### config.mk
export PLATFORM = sky130hd
export DESIGN_NAME = control_unit
export DESIGN_NICKNAME = d
export VERILOG_FILES = /design/src/rtl/proc_pkg.sv /design/src/rtl/cu_transition_check.sv /design/src/rtl/control_unit.sv
export SDC_FILE = /design/constraint.sdc
export NUM_CORES = 1
export LEC_CHECK = 0
export ABC_AREA = 1
export CAP_MARGIN = 20
export CORE_MARGIN = 5
export CORE_UTILIZATION = 55
export CTS_CLUSTER_DIAMETER = 120
export DETAILED_ROUTE_END_ITERATION = 8
export GPL_ROUTABILITY_DRIVEN = 1
export PLACE_DENSITY_LB_ADDON = 0.25
export REMOVE_ABC_BUFFERS = 1
export SYNTH_ARGS = -nofsm -noshare
export SYNTH_HDL_FRONTEND = slang
export SYNTH_HIERARCHICAL = 1
export SYNTH_SLANG_ARGS = --single-unit
### constraint.sdc
create_clock -name clock -period 3.5 [get_ports clock]
set_input_delay 0.35 -clock clock [delete_from_list [all_inputs] [get_ports clock]]
set_output_delay 0.35 -clock clock [all_outputs]
set_load 0.02 [all_outputs]
### src/rtl/proc_pkg.sv
// Shared encodings for the processor state bus and datapath control fields.
// Also holds the terminal-state predicate used by the control unit.
package proc_pkg;

    localparam int STATE_W = 6;

    localparam logic [STATE_W-1:0] S_IDLE   = 6'd0;
    localparam logic [STATE_W-1:0] S_FETCH1 = 6'd1;
    localparam logic [STATE_W-1:0] S_FETCH2 = 6'd2;
    localparam logic [STATE_W-1:0] S_FETCH3 = 6'd3;
    localparam logic [STATE_W-1:0] S_CLAC   = 6'd4;
    localparam logic [STATE_W-1:0] S_LDAC1  = 6'd5;
    localparam logic [STATE_W-1:0] S_LDAC2  = 6'd6;
    localparam logic [STATE_W-1:0] S_LDAC3  = 6'd7;
    localparam logic [STATE_W-1:0] S_LDAC4  = 6'd8;
    localparam logic [STATE_W-1:0] S_STAC1  = 6'd9;
    localparam logic [STATE_W-1:0] S_STAC2  = 6'd10;
    localparam logic [STATE_W-1:0] S_STAC3  = 6'd11;
    localparam logic [STATE_W-1:0] S_STAC4  = 6'd12;
    localparam logic [STATE_W-1:0] S_MVACR  = 6'd13;
    localparam logic [STATE_W-1:0] S_MVRAC  = 6'd14;
    localparam logic [STATE_W-1:0] S_ADD    = 6'd15;
    localparam logic [STATE_W-1:0] S_MUL    = 6'd16;

    localparam logic [1:0] BUS_PC = 2'd0;
    localparam logic [1:0] BUS_DR = 2'd1;
    localparam logic [1:0] BUS_AC = 2'd2;
    localparam logic [1:0] BUS_R  = 2'd3;

    localparam logic [1:0] ALU_PASS = 2'd0;
    localparam logic [1:0] ALU_ADD  = 2'd1;
    localparam logic [1:0] ALU_MUL  = 2'd2;

    typedef struct packed {
        logic       ar_ld;
        logic       dr_ld;
        logic       ir_ld;
        logic       r_ld;
        logic       ac_ld;
        logic       ac_clr;
        logic       pc_inc;
        logic       mem_rd;
        logic       mem_wr;
        logic [1:0] bus_sel;
        logic [1:0] alu_op;
    } ctrl_t;

    function automatic logic is_terminal(input logic [STATE_W-1:0] s);
        return (s == S_CLAC)  || (s == S_LDAC4) || (s == S_STAC4) ||
               (s == S_MVACR) || (s == S_MVRAC) || (s == S_ADD)   ||
               (s == S_MUL);
    endfunction

endpackage

### src/rtl/cu_transition_check.sv
// Combinational legality check of one state-bus step (prev_state -> state).
// complete marks a legal return to idle from a terminal state.
module cu_transition_check
    import proc_pkg::*;
(
    input  logic [STATE_W-1:0] prev_state,
    input  logic [STATE_W-1:0] state,
    output logic               legal,
    output logic               complete
);

    always_comb begin
        legal = 1'b0;
        case (prev_state)
            S_IDLE:   legal = (state == S_IDLE) || (state == S_FETCH1);
            S_FETCH1: legal = (state == S_FETCH2);
            S_FETCH2: legal = (state == S_FETCH3);
            S_FETCH3: legal = (state == S_IDLE)  || (state == S_CLAC)  ||
                              (state == S_LDAC1) || (state == S_STAC1) ||
                              (state == S_MVACR) || (state == S_MVRAC) ||
                              (state == S_ADD)   || (state == S_MUL);
            S_LDAC1, S_LDAC2, S_LDAC3,
            S_STAC1, S_STAC2, S_STAC3:
                      legal = (state == prev_state + 6'd1);
            S_CLAC, S_LDAC4, S_STAC4, S_MVACR, S_MVRAC, S_ADD, S_MUL:
                      legal = (state == S_IDLE);
            default:  legal = 1'b0;
        endcase
    end

    assign complete = legal && is_terminal(prev_state) && (state == S_IDLE);

endmodule

### src/rtl/control_unit.sv
// Decodes the processor state bus into registered datapath strobes and
// tracks the state sequence for retire counting and error flagging.
module control_unit #(
    parameter int STATE_W = 6,
    parameter int CNT_W   = 16
) (
    input  logic               clock,
    input  logic               rst_n,
    input  logic [STATE_W-1:0] state,
    output logic               ar_ld,
    output logic               dr_ld,
    output logic               ir_ld,
    output logic               r_ld,
    output logic               ac_ld,
    output logic               ac_clr,
    output logic               pc_inc,
    output logic               mem_rd,
    output logic               mem_wr,
    output logic [1:0]         bus_sel,
    output logic [1:0]         alu_op,
    output logic               done,
    output logic [CNT_W-1:0]   instr_cnt,
    output logic               err
);
    import proc_pkg::*;

    logic [1:0]         rst_sync_reg;
    logic               rst_int_n;
    ctrl_t              ctrl_next;
    ctrl_t              ctrl_reg;
    logic [STATE_W-1:0] prev_state_reg;
    logic               done_reg;
    logic               err_reg;
    logic [CNT_W-1:0]   cnt_reg;
    logic               legal;
    logic               complete;

    // Reset asserts immediately but releases only on a clock edge.
    always_ff @(posedge clock or negedge rst_n) begin
        if (!rst_n) rst_sync_reg <= 2'b00;
        else        rst_sync_reg <= {rst_sync_reg[0], 1'b1};
    end
    assign rst_int_n = rst_sync_reg[1];

    always_comb begin
        ctrl_next = '0;
        case (state)
            S_FETCH1:         begin ctrl_next.ar_ld = 1'b1; ctrl_next.bus_sel = BUS_PC; end
            S_FETCH2, S_LDAC1, S_STAC1: begin
                ctrl_next.mem_rd = 1'b1;
                ctrl_next.dr_ld  = 1'b1;
                ctrl_next.pc_inc = 1'b1;
            end
            S_FETCH3:         begin ctrl_next.ir_ld = 1'b1; ctrl_next.bus_sel = BUS_DR; end
            S_CLAC:           ctrl_next.ac_clr = 1'b1;
            S_LDAC2, S_STAC2: begin ctrl_next.ar_ld = 1'b1; ctrl_next.bus_sel = BUS_DR; end
            S_LDAC3:          begin ctrl_next.mem_rd = 1'b1; ctrl_next.dr_ld = 1'b1; end
            S_LDAC4: begin
                ctrl_next.ac_ld   = 1'b1;
                ctrl_next.bus_sel = BUS_DR;
                ctrl_next.alu_op  = ALU_PASS;
            end
            S_STAC3:          begin ctrl_next.dr_ld = 1'b1; ctrl_next.bus_sel = BUS_AC; end
            S_STAC4:          ctrl_next.mem_wr = 1'b1;
            S_MVACR:          begin ctrl_next.r_ld = 1'b1; ctrl_next.bus_sel = BUS_AC; end
            S_MVRAC: begin
                ctrl_next.ac_ld   = 1'b1;
                ctrl_next.bus_sel = BUS_R;
                ctrl_next.alu_op  = ALU_PASS;
            end
            S_ADD:            begin ctrl_next.ac_ld = 1'b1; ctrl_next.alu_op = ALU_ADD; end
            S_MUL:            begin ctrl_next.ac_ld = 1'b1; ctrl_next.alu_op = ALU_MUL; end
            default:          ctrl_next = '0;
        endcase
    end

    cu_transition_check u_check (
        .prev_state (prev_state_reg),
        .state      (state),
        .legal      (legal),
        .complete   (complete)
    );

    // Illegal codes never form a legal pair, so !legal also covers them.
    always_ff @(posedge clock or negedge rst_int_n) begin
        if (!rst_int_n) begin
            ctrl_reg       <= '0;
            prev_state_reg <= S_IDLE;
            done_reg       <= 1'b0;
            err_reg        <= 1'b0;
            cnt_reg        <= '0;
        end else begin
            ctrl_reg       <= ctrl_next;
            prev_state_reg <= state;
            done_reg       <= complete;
            if (!legal)   err_reg <= 1'b1;
            if (complete) cnt_reg <= cnt_reg + 1'b1;
        end
    end

    assign ar_ld     = ctrl_reg.ar_ld;
    assign dr_ld     = ctrl_reg.dr_ld;
    assign ir_ld     = ctrl_reg.ir_ld;
    assign r_ld      = ctrl_reg.r_ld;
    assign ac_ld     = ctrl_reg.ac_ld;
    assign ac_clr    = ctrl_reg.ac_clr;
    assign pc_inc    = ctrl_reg.pc_inc;
    assign mem_rd    = ctrl_reg.mem_rd;
    assign mem_wr    = ctrl_reg.mem_wr;
    assign bus_sel   = ctrl_reg.bus_sel;
    assign alu_op    = ctrl_reg.alu_op;
    assign done      = done_reg;
    assign instr_cnt = cnt_reg;
    assign err       = err_reg;

endmodule

; Word-level counts from Yosys, hierarchy flattened
; Index checks and enable logic that the tools add are counted.
[word_totals]
input_bits = 8
elab_cells = 90
out_inout_bits = 31
register_bits = 39
[classes]
n_addsub = 2
n_mux = 12
n_reduce_logical = 27
eq_ne = 33
[op_table]
columns = operator, n
row1 = $eq A6 B4 Y1 const B, 16
row2 = $eq A6 B3 Y1 const B, 8
row3 = $eq A6 B2 Y1 const B, 4
row4 = $add A16 B1 Y16 const B, 1
row5 = $logic_or A1 B1 Y1, 14
row6 = $eq A6 B1 Y1 const B, 2
row7 = $eq A6 B5 Y1 const B, 2
row8 = $logic_not A6 Y1, 2
row9 = $reduce_or A4 Y1, 3
row10 = $mux W1, 9
row11 = $reduce_or A7 Y1, 1
row12 = $add A6 B1 Y6 const B, 1
row13 = $eq A6 B6 Y1, 1
row14 = $pmux W1 S6, 1
row15 = $pmux W2 S3, 1
row16 = $reduce_or A3 Y1, 2
row17 = $reduce_or A6 Y1, 1
row18 = $reduce_or A5 Y1, 1
row19 = $pmux W2 S2, 1
row20 = $logic_and A1 B1 Y1, 2
row21 = $reduce_or A2 Y1, 1

; Longest topological paths before layout
[depth]
depth_word = 11
ltp_mapped = 15
mapped_depth_nobuf = 15

; Modules after synthesis
; The synthesis kept the hierarchy.
[modules_own_cells]
columns = module, seq_area_each_um2, area_each_um2, n_inst, cells_each
row1 = control_unit, 975.9, 1549.0, 1, 150
row2 = cu_transition_check, 0.0, 447.9, 1, 86

; Least setup slack after synthesis
; OpenSTA, ideal clock, no wires.
[synth_path]
path_kind = flip-flop to flip-flop
start = register prev_state_reg[0]
end = register cnt_reg[10], in the netlist instr_cnt[10]
period_less_slack_ps = 2044
setup_ps = 118
arrival_time_ps = 1925
path_stages_with_launch = 14
n_path_buf = 0
t_required_ps = 3382
path_slack_ps = 1456
cell_sequence = dfrtp_1 > inv_1 > ha_1 > inv_1 > nand2_1 > a31oi_1 > nand2_1 > nand2_1 > nor2_1 > nand3_1 > nor2_4 > nand3_1 > xor2_1 > inv_1
[synth_via]
elab_chain_len = 9
elab_cells_between_ends = 30
cone_classes = add/sub: 1 / eq/ne: 17 / mux: 1 / reduce/logical: 11
[synth_lines]
columns = item, line
row1 = "start, declared", control_unit.sv:31  ; logic [STATE_W-1:0] prev_state_reg;
row2 = "start signal, assigned", control_unit.sv:94  ; prev_state_reg <= state;
row3 = branches (longest 7 deep; another with $add A6 B1 Y6), --
row4 = $logic_and A1 B1 Y1 * (2 in a row), cu_transition_check.sv:31  ; assign complete = legal && is_terminal(prev_state) && (state == S_IDLE);
row5 = via complete, control_unit.sv:36  ; logic complete;
row6 = "end signal, assigned", control_unit.sv:97  ; if (complete) cnt_reg <= cnt_reg + 1'b1;
row7 = "end, declared", control_unit.sv:34  ; logic [CNT_W-1:0] cnt_reg;
; Mark *: on every way through the listed nets, which the timed path passes.
; A chain may end at the register's enable or synchronous reset.

; Final worst setup path
[layout_path]
start = register prev_state_reg[0]
end = register cnt_reg[12], in the netlist instr_cnt[12]
; The elaborated chain is that of the path after synthesis.

==> out/metrics.yaml <==
sta:
  fmax_mhz: 433.0
  slew_headroom_pct: 64.10
  worst_slew_pin_slew_ns: 0.5365
  drv_slew: 0
  min_period_over_period_pct: 65.99
  final_hold_viol_count: 0
  setup_viol: 0
  fin_worst_skew_ns: 0.01346
  finalCriticalPeriod_ns: 2.310
  tns_ns: 0
  rsz0062_at_grt: "no"
status:
  status: "finished clean"
cts:
  cts_sinks: 39
  clk_pin_slew_ns: 0.12
  cts_buffers: 5
  h-tree-depth: 2
  cts_tree: "yes"
  clockBufferDepth: 2
  postCtsSetupBuffers: 0
  clkLatencyLatePin_ns: 0.35
  clockRootBuffer: "clkbuf_4"
  cts_resized: 0
  ctsHoldBuffers: 0
worst_setup_path:
  critPathArrivalTime_ns: 2.57
  startpoint_type: "flip-flop"
  cp_max_fo: 8
  critPathCaptureType: "flip-flop"
  max_stage_delay_ns: 0.43
  cp-startpoint: "prev_state_reg[0]"
  cpLargestDelayFamily: "simple AND/OR/NAND/NOR gates"
  crit_required_ns: 3.76
  critical_path_class: "reg2reg"
  cp.depth: 12
  slowest_stage: "dfrtp_1"
  reg2reg_depth: 12
  r2r_start: "prev_state_reg[0]"
  r2r_end: "instr_cnt[12]"
  rrSetupSlack_ns: 1.19
  worstPathCellList: "ha_1 -> inv_1 -> nor2_1 -> o22ai_1 -> nand2_1 -> nand2_1 -> nor2_1 -> nand3_1 -> nor2_4 -> nand3_1 -> xor2_1 -> inv_1"
  cp_num_buf_inv: 2
detailed_routing:
  final_antenna_net_count: 0
  vias_per_cell: 5.015
  dr.pass1.iters: 4
  drcViolationCount: 0
  dr.max_layer_used: "met4"
  wire_per_inst_um: 11.63
  routed-wl-met2_um: 1895
  drtIter0Drc: 92
  vias: 1645
  drt-total-wl_um: 3816
  wl_met1_um: 1621
  dr_wl_met3_um: 242
pwr:
  finalPower_uw: 777.9
  p_per_area_mw_per_mm2: 313.0
  peakVddDrop_mv: 0.2883
  leakage_nw: 1.267
placed_design:
  gp_congestion: 0.8168
  dpl.hpwl_um: 2987
  io_buffers: 38
job:
  maxCapViolCount: 0
global_route:
  grt_pass1_wl_um: 6568
  grt-ovfl-total: 0
  grt_antenna_before_repair: 0
  track_usage_pct: 16.62
  grt_start_max_net_pins: 38
  grt_pass1_vias: 1496
cells_and_area:
  final_cell_mix: "nand2_1, dfrtp_1, clkdlybuf4s50_1"
  diodes: 0
  area_delta_synth_final_pct: 24.44
  layout_commonest_cell: "nand2_1"
  largest_reg_flops: 16
  drive_above_1_share_pct: 8.865
  fin_nets: 294
synth:
  yosys_warnings: 6
  yosysTopAreaCell: "dfrtp_1"
  synth_top_area_share_pct: 48.87
  synth_area_mm2: 0.001997
  ys_seq_area_share_pct: 48.87
  synth-async-reset-ratio_pct: 100.0
  yosys-top-cells-area: "dfrtp_1, nand2_1, inv_1, nand3_1, nor2_1"
  dominantRegCellSynth: "dfrtp_1"
  synth-seq-cells: 39
  synth_edf_count: 0
  synth_cells: 236
  ys_types: 30
  syn_area_per_cell_um2: 8.462
worst_hold_path:
  hp-class: "in2async"
floorplan:
  die-area_mm2: 0.004936
  die_x_um: 70.26
  start_util_pct: 58.46
  chipHeight_um: 70.26
  rows: 21
  num_io_pins: 39
  core_mm2: 0.003416
-- worst max-delay path by stage --
stage                     to  slack (ns)
6_report       instr_cnt[12]        1.19
5_1_grt        instr_cnt[13]        0.84
4_1_cts        instr_cnt[12]        1.16
3_5_place_dp   instr_cnt[12]        0.85
3_3_place_gp   instr_cnt[12]        0.95
2_1_floorplan  instr_cnt[10]        1.46
-- Yosys cell counts, types with 2 or more instances --
cell and instances:
nand2_1 53, dfrtp_1 39, inv_1 35, nand3_1 22
nor2_1 22, xor2_1 9, a21oi_1 7, nand4_1 7
ha_1 5, nor2_4 4, nor3_1 4, nand2_2 3
nand3_2 3, xnor2_1 3, inv_2 2, nand3b_1 2
nor2_2 2, o21ai_0 2
-- worst reg2reg max path, cell delays in order, from the launching register on --
cell,delay (ns)
dfrtp_1,0.43
ha_1,0.28
inv_1,0.08
nor2_1,0.12
o22ai_1,0.07
nand2_1,0.07
nand2_1,0.04
nor2_1,0.42
nand3_1,0.22
nor2_4,0.20
nand3_1,0.11
xor2_1,0.14
inv_1,0.05
-- final cells by class --
| class | instances | area [um^2] |
|---|---|---|
| Clock buffer | 6 | 41.29 |
| Clock inverter | 2 | 12.51 |
| Fill cell | 262 | 930.9 |
| Inverter | 38 | 142.6 |
| Multi-Input combinational cell | 158 | 867.1 |
| Sequential cell | 39 | 975.9 |
| Tap cell | 46 | 57.56 |
| Timing Repair Buffer | 39 | 387.9 |
-- where the power goes --
part | total, mW | switching (mW) | internal, mW
registers | 0.470 | 0.00975 | 0.460
logic | 0.0871 | 0.0541 | 0.0330
clock network | 0.221 | 0.143 | 0.0775
total | 0.778 | 0.207 | 0.571
-- cell families (layout without fill, tap and decap cells) --
kind of cell,Yosys count,in the layout,synth area share (%)
buf+inv,39,85,7.707
fa+ha+maj,5,5,3.133
simple gates,127,127,31.14
other cells,1,1,0.1878
xor+xnor,12,12,5.264
compound gates,12,12,3.133
flops,39,39,48.87
mux,1,1,0.5639
-- per-stage QoR --
stage / instance area, um^2 / setup WS [ns] / utilization, % / std cells / hold WS (ns)
floorplan: 1986 / 1.455 / - / 235 / 0.05441
global placement: 2431 / 0.9478 / 71.17 / 320 / 0.2931
detailed placement: 2431 / 0.8529 / 71.17 / 320 / 0.2939
finish: 2485 / 1.190 / 72.75 / 328 / 0.1718
global route: 2485 / 0.8389 / 72.75 / 328 / 0.1496
CTS: 2485 / 1.163 / 72.75 / 328 / 0.1596
-- per-layer routing --
metal  global-route usage [%]  vias to the layer above
li1                         -                      836
met1                    20.37                      750
met2                    28.17                       52
met3                    4.304                        7
met4                    5.745                        0
met5                        0                        -
Note: power is estimated with default switching activity, not from simulation.
